[src/rtl/stopwatch_ctrl.sv]
// Stopwatch control: synchronizes and debounces three active-low keys, then runs
// the IDLE/RUN/PAUSE/LAP state machine and the tick prescaler for the digit counters.
module stopwatch_ctrl #(
  parameter int TICK_DIV        = 50_000_000,
  parameter int DEBOUNCE_CYCLES = 1_000_000
) (
  input  logic       fastclock,
  input  logic       resetn,
  input  logic       key_startstop,
  input  logic       key_lap,
  input  logic       key_clear,
  output logic       tick,
  output logic       clear_n,
  output logic       freeze,
  output logic       running,
  output logic [1:0] state
);

  typedef enum logic [1:0] {
    IDLE  = 2'b00,
    RUN   = 2'b01,
    PAUSE = 2'b10,
    LAP   = 2'b11
  } state_t;

  localparam int PW = (TICK_DIV > 1) ? $clog2(TICK_DIV) : 1;
  localparam int CW = $clog2(DEBOUNCE_CYCLES + 1);
  localparam logic [PW-1:0] PRESC_LAST = PW'(TICK_DIV - 1);
  localparam logic [CW-1:0] DB_LAST    = CW'(DEBOUNCE_CYCLES - 1);

  // Key index: 0 = startstop, 1 = lap, 2 = clear
  logic [2:0] keys_raw;
  logic [2:0] press;

  assign keys_raw = {key_clear, key_lap, key_startstop};

  genvar gi;
  generate
    for (gi = 0; gi < 3; gi++) begin : g_key
      logic          sync1_reg;
      logic          sync2_reg;
      logic          level_reg;
      logic          level_prev_reg;
      logic          press_reg;
      logic [CW-1:0] cnt_reg;

      always_ff @(posedge fastclock) begin
        if (!resetn) begin
          sync1_reg      <= 1'b1;
          sync2_reg      <= 1'b1;
          level_reg      <= 1'b1;
          level_prev_reg <= 1'b1;
          press_reg      <= 1'b0;
          cnt_reg        <= '0;
        end else begin
          sync1_reg      <= keys_raw[gi];
          sync2_reg      <= sync1_reg;
          level_prev_reg <= level_reg;
          press_reg      <= level_prev_reg & ~level_reg;
          // Count consecutive samples that disagree with the accepted level
          if (sync2_reg == level_reg) begin
            cnt_reg <= '0;
          end else if (cnt_reg == DB_LAST) begin
            level_reg <= sync2_reg;
            cnt_reg   <= '0;
          end else begin
            cnt_reg <= cnt_reg + 1'b1;
          end
        end
      end

      assign press[gi] = press_reg;
    end
  endgenerate

  logic          ev_startstop;
  logic          ev_lap;
  logic          ev_clear;
  state_t        state_reg;
  state_t        state_next;
  logic          clear_pulse;
  logic [PW-1:0] prescaler_reg;

  assign ev_startstop = press[0];
  assign ev_lap       = press[1];
  assign ev_clear     = press[2];

  // Events not applicable in the current state are filtered before priority applies
  always_comb begin
    state_next  = state_reg;
    clear_pulse = 1'b0;
    case (state_reg)
      IDLE: begin
        if (ev_clear)          clear_pulse = 1'b1;
        else if (ev_startstop) state_next  = RUN;
      end
      RUN: begin
        if (ev_startstop) state_next = PAUSE;
        else if (ev_lap)  state_next = LAP;
      end
      PAUSE: begin
        if (ev_clear) begin
          state_next  = IDLE;
          clear_pulse = 1'b1;
        end else if (ev_startstop) begin
          state_next = RUN;
        end
      end
      LAP: begin
        if (ev_startstop) state_next = PAUSE;
        else if (ev_lap)  state_next = RUN;
      end
      default: state_next = IDLE;
    endcase
  end

  always_ff @(posedge fastclock) begin
    if (!resetn) begin
      state_reg     <= IDLE;
      clear_n       <= 1'b1;
      freeze        <= 1'b0;
      running       <= 1'b0;
      tick          <= 1'b0;
      prescaler_reg <= '0;
    end else begin
      state_reg <= state_next;
      clear_n   <= ~clear_pulse;
      freeze    <= (state_next == LAP);
      running   <= (state_next == RUN) || (state_next == LAP);
      tick      <= 1'b0;
      if (state_reg == RUN || state_reg == LAP) begin
        tick <= (prescaler_reg == PRESC_LAST);
        if (prescaler_reg == PRESC_LAST) prescaler_reg <= '0;
        else                             prescaler_reg <= prescaler_reg + 1'b1;
      end else if (state_next == IDLE) begin
        prescaler_reg <= '0;
      end
    end
  end

  assign state = state_reg;

endmodule

[config.mk]
export PLATFORM = sky130hd
export DESIGN_NAME = stopwatch_ctrl
export DESIGN_NICKNAME = d
export VERILOG_FILES = /design/src/rtl/stopwatch_ctrl.sv
export SDC_FILE = /design/constraint.sdc
export NUM_CORES = 1
export LEC_CHECK = 0
export BUFFER_PORTS_ARGS = -buffer_cell sky130_fd_sc_hd__buf_2
export CELL_PAD_IN_SITES_DETAIL_PLACEMENT = 0
export CELL_PAD_IN_SITES_GLOBAL_PLACEMENT = 2
export CORE_MARGIN = 3
export CORE_UTILIZATION = 39
export DETAILED_ROUTE_END_ITERATION = 8
export PLACE_DENSITY = 0.87
export SETUP_SLACK_MARGIN = 0.4
export SKIP_LAST_GASP = 1
export SYNTH_ARGS = -nofsm -noshare
export SYNTH_HDL_FRONTEND = slang
export SYNTH_SLANG_ARGS = --single-unit
[constraint.sdc]
create_clock -name fastclock -period 3.1 [get_ports fastclock]
set_input_delay 0.62 -clock fastclock [delete_from_list [all_inputs] [get_ports fastclock]]
set_output_delay 0.62 -clock fastclock [all_outputs]
set_load 0.02 [all_outputs]
==> flow_summary_export.csv, run 1 <==
group,metric,value,unit
pwr,power_leakage,0.00171,uW
setup_path,rrSetupSlack,0.72,ns
cts,numClockSinks,106,
sta,max_slew_margin,0.345,
pwr,p_switching,525,uW
die,pin_count,11,
cts,insertion_delay,0.35,ns
grt,antenna_found_initial,0,
setup_path,critPathTopFamily,"simple AND/OR/NAND/NOR gates",
logic_synthesis,yosys.cell_types.count,48,
pwr,p_sw_frac,0.206,
layout,most-common-layout-cells,"dfxtp_1 (106), nor2_1 (83), nand2_1 (49)",
pwr,p_clk_frac,0.455,
setup_path,startpoint_type,"flop",
sta,rsz0062_at_grt,"no",
outcome,outcome,"finished, final reports clean",
die,dieHeight,115,microns
drt,ant_nets,0,
layout,syn_to_final_growth,9.99,%
setup_path,crit_cells,5,
drt,drt_iter0_markers,136,
pwr,finalPower,2550,uW
layout,fill_cells,1192,
pwr,vdd_ir_drop_max,440,uV
die,die_x,115,microns
grt,track_usage,0.145,
logic_synthesis,ys_warn_count,0,
pwr,p_comb_frac,0.008,
sta,hold_violations,0,
setup_path,crit_path_top_delay_cell,"or4_1",
logic_synthesis,synth_mux_area_frac,0.0151,
setup_path,cp_cell_sequence,"nand3_1 > or4_1 > or4_4 > and3_1 > a221o_1",
layout,nets,550,
cts,cts_setup_buffers,0,
logic_synthesis,synth_fp_nets,548,
cts,cts_inserted_buffers,9,
setup_path,cpPeakStageDelay,0.66,ns
die,num_rows,39,
cts,clkSlewWorstSetupHoldPaths,0.07,ns
pwr,power.density,500,mW/mm^2
setup_path,required,3.34,ns
layout,largest_reg_flops,60,
die,coreArea,0.0115,sq mm
cts,post_cts_resized,0,
sta,timing.fmax,0.421,GHz
drt,vias_per_cell,5.25,
cts,cts_tree,"yes",
layout,ff_latch_area,0.00212,sq mm
die,start_util,0.402,
drt,wire_per_inst,12.9,microns
layout,diodes,0,
placed_design,gp_congestion,0.773,
logic_synthesis,ys_ff_latch,106,
logic_synthesis,synthFlopType,"dfxtp_1",
die,die-area,0.0132,sq mm
logic_synthesis,ys_seq_area_frac,0.458,
drt,dr.pass1.iters,4,
run,max-cap-violations,0,
hold_path,hp-class,"flop to flop",
grt,grt_max_degree,24,
cts,clockRootBuffer,"clkbuf_16",
layout,final_common_cell,"dfxtp_1",
hold_path,hold_end,"g_key[2].sync2_reg$_SDFF_PN1_",
cts,clockBufferDepth,2,
pwr,p_seq_frac,0.537,
logic_synthesis,synth_xor_area_frac,0.110,
setup_path,reg2reg_to,"prescaler_reg[25]$_SDFFE_PN0P_",
layout,drive_gt1_frac,0.0607,
sta,slew_viol_final,0,
sta,period_needed,2.38,ns
cts,htree_levels,3,
grt,grt_pass1_wl,15400,microns
logic_synthesis,ys_async_sr_fraction,0,
setup_path,cp.arrival,2.62,ns
logic_synthesis,synth_edf_count,0,
setup_path,path_buf_inv,0,
sta,finClkSkew,0.00555,ns
layout,fin_util,0.442,
logic_synthesis,synth_fa_ha_area_frac,0.0135,
logic_synthesis,yosys.area_share.simple,0.300,
logic_synthesis,synthCells,538,
sta,setup_viol,0,
pwr,p_int,2020,uW
hold_path,hold_depth,1,
placed_design,port_buffers,10,
setup_path,critPathCaptureType,"flop",
hold_path,hp-start,"g_key[2].sync1_reg$_SDFF_PN1_",
setup_path,path_max_fanout,8,
setup_path,critical_path_class,"flop to flop",
grt,grt_pass1_vias,3290,
drt,vias,3605,
placed_design,detailed_place_hpwl,6140,microns
setup_path,r2r_cells,5,
sta,tightest_slew,0.973,ns
logic_synthesis,synth_area_per_cell,8.61,sq um
cts,cts_hold_buf,0,
sta,finalSetupTns,0,ns
drt,totalWireLength,8880,microns
logic_synthesis,synth_top_family_by_area,"simple AND/OR/NAND/NOR gates",
logic_synthesis,synth.cell_area,0.00463,sq mm
sta,period_share,0.767,
layout,multi_input_area,0.00239,sq mm
grt,grt-ovfl-total,0,
setup_path,reg2reg_from,"prescaler_reg[7]$_SDFFE_PN0P_",
logic_synthesis,synth_compound_area_frac,0.0773,
drt,drc,0,
worst max path at each step:
stage                                           to                           from
detailed placement  prescaler_reg[18]$_SDFFE_PN0P_                         resetn
global placement     prescaler_reg[7]$_SDFFE_PN0P_                         resetn
floorplan           prescaler_reg[25]$_SDFFE_PN0P_  prescaler_reg[5]$_SDFFE_PN0P_
CTS                 prescaler_reg[25]$_SDFFE_PN0P_  prescaler_reg[5]$_SDFFE_PN0P_
finish              prescaler_reg[25]$_SDFFE_PN0P_  prescaler_reg[7]$_SDFFE_PN0P_
global route         prescaler_reg[8]$_SDFFE_PN0P_  prescaler_reg[0]$_SDFFE_PN0P_
through the flow:
stage | hold WS, ns | area (sq um) | std cells | setup slack (ns)
6_report | 0.408 | 5090 | 687 | 0.724
2_1_floorplan | 0.386 | 4630 | 538 | 0.916
3_5_place_dp | 0.398 | 4790 | 672 | 0.743
5_1_grt | 0.430 | 5090 | 687 | 0.534
3_3_place_gp | 0.392 | 4790 | 672 | 0.791
4_1_cts | 0.414 | 5090 | 687 | 0.733
synth_stat cells, types with 12 or more instances:
cell type | n | area share
dfxtp_1 | 106 | 0.46
nor2_1 | 83 | 0.067
nand2_1 | 49 | 0.040
xor2_1 | 36 | 0.068
nand3_1 | 35 | 0.038
xnor2_1 | 22 | 0.042
a31oi_1 | 20 | 0.027
and3_1 | 18 | 0.024
nand4_1 | 18 | 0.024
clkbuf_1 | 17 | 0.014
a21oi_1 | 15 | 0.016
nand2b_1 | 15 | 0.020
nor3_1 | 13 | 0.014
nor4_1 | 12 | 0.016
power groups by stage:
stage	clock [uW]	combinational, uW	sequential (uW)
after floorplan	0	14.8	1400
after global placement	0	19.7	1400
after detailed placement	0	20.1	1400
after CTS	1210	20.1	1370
after global routing	1260	22.5	1370
final	1160	19.4	1370
area by class of cell:
cell class                 count  share of cell area
tap                          143              0.0351
sequential                   106               0.417
multi-input combinational    401               0.469
clock buffer                  10              0.0469
timing repair buffer          12              0.0128
clock inverter                 5              0.0120
inverter                      10             0.00737
metal layers:
layer  global-route usage  routed length, microns  up-vias
met5                    0                       0        -
met4               0.0446                     121        0
met3               0.0474                     280       10
met2                0.231                    4040       30
met1                0.188                    4440     1679
li1                     -                       -     1886
cell families (layout without fill, tap and decap cells):
family                     after synthesis  in the layout
and+or+nand+nor                        275            275
DFF                                    106            106
xor gates and xnor gates                58             58
AOI/OAI and AO/OA                       56             56
buffers and inverters                   31             37
muxes                                    7              7
adders and majority gates                5              5
Note: power is estimated with default switching activity, not from simulation.
==> inputs of run 2 (changes only) <==
Settings changed: CORE_UTILIZATION 39 to 35, PLACE_DENSITY 0.87 to 0.83.
Clock period 3.1 ns to 2 ns, I/O delays scaled along.
==> run 2 against run 1 <==
  * Setup slack got worse by 0.65 ns
  * Highest routed layer unchanged
  * Critical path depth did not move
  * Die area rose by 11%
  * Power rose by 57%
  * Sequential cell count did not move
  * Count of clock-buffer cells in the layout fell by 1
==> flow_summary_export.csv, run 2 (synthesis results as in run 1) <==
group,metric,value,unit
grt,antenna_found_initial,0,
die,start_util,0.363,
sta,finClkSkew,0.00812,ns
setup_path,crit_top_cell,"or4_4",
sta,setup_viol,0,
sta,max_slew_margin,0.608,
setup_path,path_max_fanout,2,
sta,hold_violations,0,
layout,final_cells,789,
layout,multi_input_area,0.00284,sq mm
grt,grt_max_degree,21,
die,num_rows,41,
cts,clockBufferDepth,2,
hold_path,hp-start,"key_clear",
sta,period_needed,1.92,ns
hold_path,hold_end,"g_key[2].sync1_reg$_SDFF_PN1_",
setup_path,critical_path_class,"flop to flop",
sta,rsz0062_at_grt,"yes",
pwr,power.density,642,mW/mm^2
layout,final_common_cell,"dfxtp_1",
setup_path,startpoint_type,"flop",
pwr,finalPower,4010,uW
placed_design,detailed_place_hpwl,6670,microns
grt,grt-ovfl-total,0,
layout,nets,622,
setup_path,cp_cell_sequence,"nand3_2 > or4_4 > or4_4 > and3_4 > a221o_1",
sta,tightest_slew,0.587,ns
layout,drive_gt1_frac,0.323,
sta,worst_hold_slack,0.223,ns
die,dieHeight,121,microns
setup_path,reg2reg_from,"prescaler_reg[4]$_SDFFE_PN0P_",
layout,diodes,0,
setup_path,r2r_cells,5,
cts,htree_levels,3,
die,die-area,0.0147,sq mm
setup_path,required,2.24,ns
grt,grt_pass1_wl,17600,microns
drt,dr.pass1.iters,4,
run,max-cap-violations,0,
sta,timing.fmax,0.520,GHz
drt,drt_iter0_markers,172,
drt,totalWireLength,10700,microns
cts,numClockSinks,106,
cts,cts_tree,"yes",
cts,clkSlewWorstSetupHoldPaths,0.07,ns
placed_design,gp_congestion,0.814,
die,pin_count,11,
drt,ant_nets,0,
cts,insertion_delay,0.35,ns
placed_design,port_buffers,10,
cts,clockRootBuffer,"clkbuf_16",
cts,cts_inserted_buffers,9,
pwr,power_leakage,0.00222,uW
hold_path,hold_depth,2,
setup_path,critPathCaptureType,"flop",
placed_design,placedCellCount,744,
layout,syn_to_final_growth,34.6,%
pwr,vdd_ir_drop_max,556,uV
grt,track_usage,0.148,
hold_path,hp-class,"input port to flop",
drt,vias,3983,
layout,largest_reg_flops,60,
die,coreArea,0.0128,sq mm
setup_path,reg2reg_to,"prescaler_reg[25]$_SDFFE_PN0P_",
layout,fill_cells,1231,
outcome,outcome,"finished, final reports clean",
layout,most-common-layout-cells,"dfxtp_1 (86), buf_4 (51), nor2_1 (50)",
sta,finalSetupTns,0,ns
setup_path,cp.arrival,2.17,ns
setup_path,cpPeakStageDelay,0.55,ns
die,die_x,121,microns
setup_path,rrSetupSlack,0.08,ns
layout,ff_latch_area,0.00215,sq mm
sta,slew_viol_final,0,
sta,period_share,0.961,
drt,drc,0,
grt,grt_pass1_vias,3814,
drt,vias_per_cell,5.05,
setup_path,crit_path_top_delay_cell,"or4_4",
drt,wire_per_inst,13.6,microns
run 2: final cells by class:
cell class / instances / area share
clock buffer: 9 / 0.0361
timing repair buffer: 78 / 0.112
inverter: 10 / 0.00602
tap: 172 / 0.0345
clock inverter: 7 / 0.0120
multi-input combinational: 407 / 0.455
sequential: 106 / 0.344
run 2: worst max path at each step:
stage / startpoint / end / slack (ns) / cells after the start
floorplan: prescaler_reg[4]$_SDFFE_PN0P_ / prescaler_reg[25]$_SDFFE_PN0P_ / -0.06 / 6
global placement: prescaler_reg[0]$_SDFFE_PN0P_ / prescaler_reg[24]$_SDFFE_PN0P_ / -0.08 / 7
detailed placement: prescaler_reg[0]$_SDFFE_PN0P_ / prescaler_reg[20]$_SDFFE_PN0P_ / -0.15 / 7
CTS: prescaler_reg[14]$_SDFFE_PN0P_ / prescaler_reg[25]$_SDFFE_PN0P_ / 0.08 / 5
global route: prescaler_reg[4]$_SDFFE_PN0P_ / prescaler_reg[25]$_SDFFE_PN0P_ / 0.03 / 5
finish: prescaler_reg[4]$_SDFFE_PN0P_ / prescaler_reg[25]$_SDFFE_PN0P_ / 0.08 / 5
run 2: through the flow:
step,setup slack (ns),util,instance area (sq um)
3_3_place_gp,-0.0783,0.411,5250
2_1_floorplan,-0.0592,-,4760
6_report,0.0772,0.488,6240
3_5_place_dp,-0.153,0.411,5250
5_1_grt,0.0279,0.488,6240
4_1_cts,0.0790,0.463,5910
run 2: layer usage:
| layer | GRT usage | vias to the layer above | wire length (microns) |
|---|---|---|---|
| li1 | - | 2039 | - |
| met1 | 0.181 | 1884 | 4860 |
| met2 | 0.252 | 51 | 5340 |
| met3 | 0.0429 | 9 | 385 |
| met4 | 0.0460 | 0 | 107 |
| met5 | 0 | - | 0 |
run 2: repair_timing:
item / in CTS / in global routing
endpoints found under the setup margin: 84 / 88
hold buffers: 0 / 0
pin swaps: 24 / 46
setup buffers: 14 / 6
endpoints found under the hold margin: 0 / 0
gates cloned: 6 / 3
resized for setup: 43 / 71
run 2: critical path: cells and delay by family (launching register included):
family	cells	cell delay, ns
flip-flops	1	0.34
AO/OA/AOI/OAI	1	0.25
AND/OR/NAND/NOR	4	1.22
run 2: where the power goes:
group	leakage [uW]	switching, uW	internal, uW	total [uW]
Sequential	0.000866	4.70	2120	2120
Combinational	0.00120	34.5	33.4	67.8
Clock	0.000151	833	983	1820
Total	0.00222	873	3130	4010
==> inputs of run 3 (changes only) <==
Settings changed: CORE_UTILIZATION 35 to 41, PLACE_DENSITY 0.83 to 0.91.
Clock period 2 ns to 2.4 ns, I/O delays scaled along.
==> run 3 against run 2 <==
  * Sequential power shrank 17%
  * Clock power is 13% lower
  * Highest routed layer unchanged
  * Via count shrank 6.3%
  * Fmax down 2.8%
  * Global-route usage grew 1.1 points
  * Setup slack improved by 0.35 ns
  * Non-clock buffer count decreased by 47
  * Largest cell class unchanged
  * First-iteration DRC count grew 0.58%
==> flow_summary_export.csv, run 3 (synthesis results as in run 1) <==
group,metric,value,unit
outcome,outcome,"finished, final reports clean",
drt,drt_iter0_markers,173,
setup_path,cp.arrival,2.22,ns
drt,vias_per_cell,5.30,
layout,nets,570,
placed_design,detailed_place_hpwl,6220,microns
sta,period_share,0.824,
hold_path,hp-class,"input port to flop",
die,coreArea,0.0109,sq mm
drt,drc,0,
layout,syn_to_final_growth,16.4,%
sta,slew_viol_final,0,
layout,drive_gt1_frac,0.138,
layout,largest_reg_flops,60,
die,num_rows,38,
drt,ant_nets,0,
setup_path,required,2.64,ns
pwr,power.density,628,mW/mm^2
sta,finClkSkew,0.00581,ns
cts,clockBufferDepth,2,
grt,grt_pass1_wl,16500,microns
setup_path,path_max_fanout,5,
cts,htree_levels,3,
drt,wire_per_inst,13.3,microns
layout,diodes,0,
sta,period_needed,1.98,ns
sta,hold_violations,0,
sta,timing.fmax,0.506,GHz
layout,fill_cells,1074,
die,dieHeight,112,microns
layout,most-common-layout-cells,"dfxtp_1 (92), nor2_1 (83), nand2_1 (49)",
setup_path,startpoint_type,"flop",
cts,clockRootBuffer,"clkbuf_16",
layout,fin_util,0.493,
die,pin_count,11,
placed_design,gp_congestion,0.773,
setup_path,critPathCaptureType,"flop",
pwr,vdd_ir_drop_max,457,uV
drt,totalWireLength,9330,microns
cts,clkSlewWorstSetupHoldPaths,0.07,ns
pwr,power_leakage,0.00185,uW
die,die-area,0.0126,sq mm
die,die_x,112,microns
grt,grt-ovfl-total,0,
cts,insertion_delay,0.35,ns
die,start_util,0.424,
run,max-cap-violations,0,
cts,cts_hold_buf,0,
layout,final_common_cell,"dfxtp_1",
cts,numClockSinks,106,
cts,cts_tree,"yes",
setup_path,critical_path_class,"flop to flop",
placed_design,placedCellCount,679,
sta,setup_viol,0,
placed_design,port_buffers,10,
sta,finalWorstSetupSlack,0.423,ns
layout,final_cells,704,
grt,track_usage,0.159,
sta,max_slew_margin,0.557,
sta,rsz0062_at_grt,"yes",
cts,cts_inserted_buffers,9,
drt,vias,3731,
grt,antenna_found_initial,0,
sta,tightest_slew,0.659,ns
drt,dr.pass1.iters,4,
placed_design,pre_cts_slack,0.128,ns
grt,grt_max_degree,21,
sta,finalSetupTns,0,ns
sta,worst_hold_slack,0.304,ns
grt,grt_pass1_vias,3579,
-- run 3: report_power, final --
| group | internal, uW | switching [uW] | total, uW |
|---|---|---|---|
| combinational | 10.7 | 18.3 | 28.9 |
| sequential | 1760 | 4.08 | 1760 |
| clock | 920 | 673 | 1590 |
| total | 2690 | 696 | 3380 |
-- run 3: layout make-up --
type,count,area [sq um],share of cell area
Clock inverter,5,87.6,0.0162
Clock buffer,10,229,0.0425
Multi-Input combinational cell,402,2490,0.461
Sequential cell,106,2150,0.399
Tap cell,140,175,0.0325
Timing Repair Buffer,31,224,0.0415
Inverter,10,37.5,0.00696
-- run 3: per-layer routing --
metal	up-vias	part of all wire	track usage
met5	-	0	0
met4	0	0.014	0.0529
met3	9	0.035	0.0480
met2	46	0.47	0.263
li1	1918	-	-
met1	1758	0.48	0.199
-- run 3: repair_timing --
| item | 4_1_cts | 5_1_grt |
|---|---|---|
| cloned | 0 | 1 |
| setup endpoints to repair | 25 | 39 |
| buffers inserted | 8 | 1 |
| resized for setup | 20 | 11 |
| hold endpoints to repair | 0 | 0 |
| pin swaps | 2 | 2 |
-- run 3: final timing paths --
path | from | to | slack (ns) | cells past startpoint
max | prescaler_reg[13]$_SDFFE_PN0P_ | prescaler_reg[25]$_SDFFE_PN0P_ | 0.42 | 5
min | key_lap | g_key[1].sync1_reg$_SDFF_PN1_ | 0.30 | 2
max reg2reg | prescaler_reg[13]$_SDFFE_PN0P_ | prescaler_reg[25]$_SDFFE_PN0P_ | 0.42 | 5
min reg2reg | g_key[1].level_prev_reg$_SDFF_PN1_ | ev_lap$_SDFF_PN0_ | 0.41 | 2
-- run 3: metrics by stage --
step	power, uW	instance area [sq um]
floorplan	1830	4660
global placement	1840	4880
detailed placement	1840	4880
CTS	3440	5340
global route	3520	5390
finish	3380	5390
-- run 3: critical path: stages, from the launching register on --
cell and delay (ns):
dfxtp_4 0.39, nand3_4 0.11, or4_4 0.54, or4_4 0.43
and3_4 0.16, a221o_1 0.25
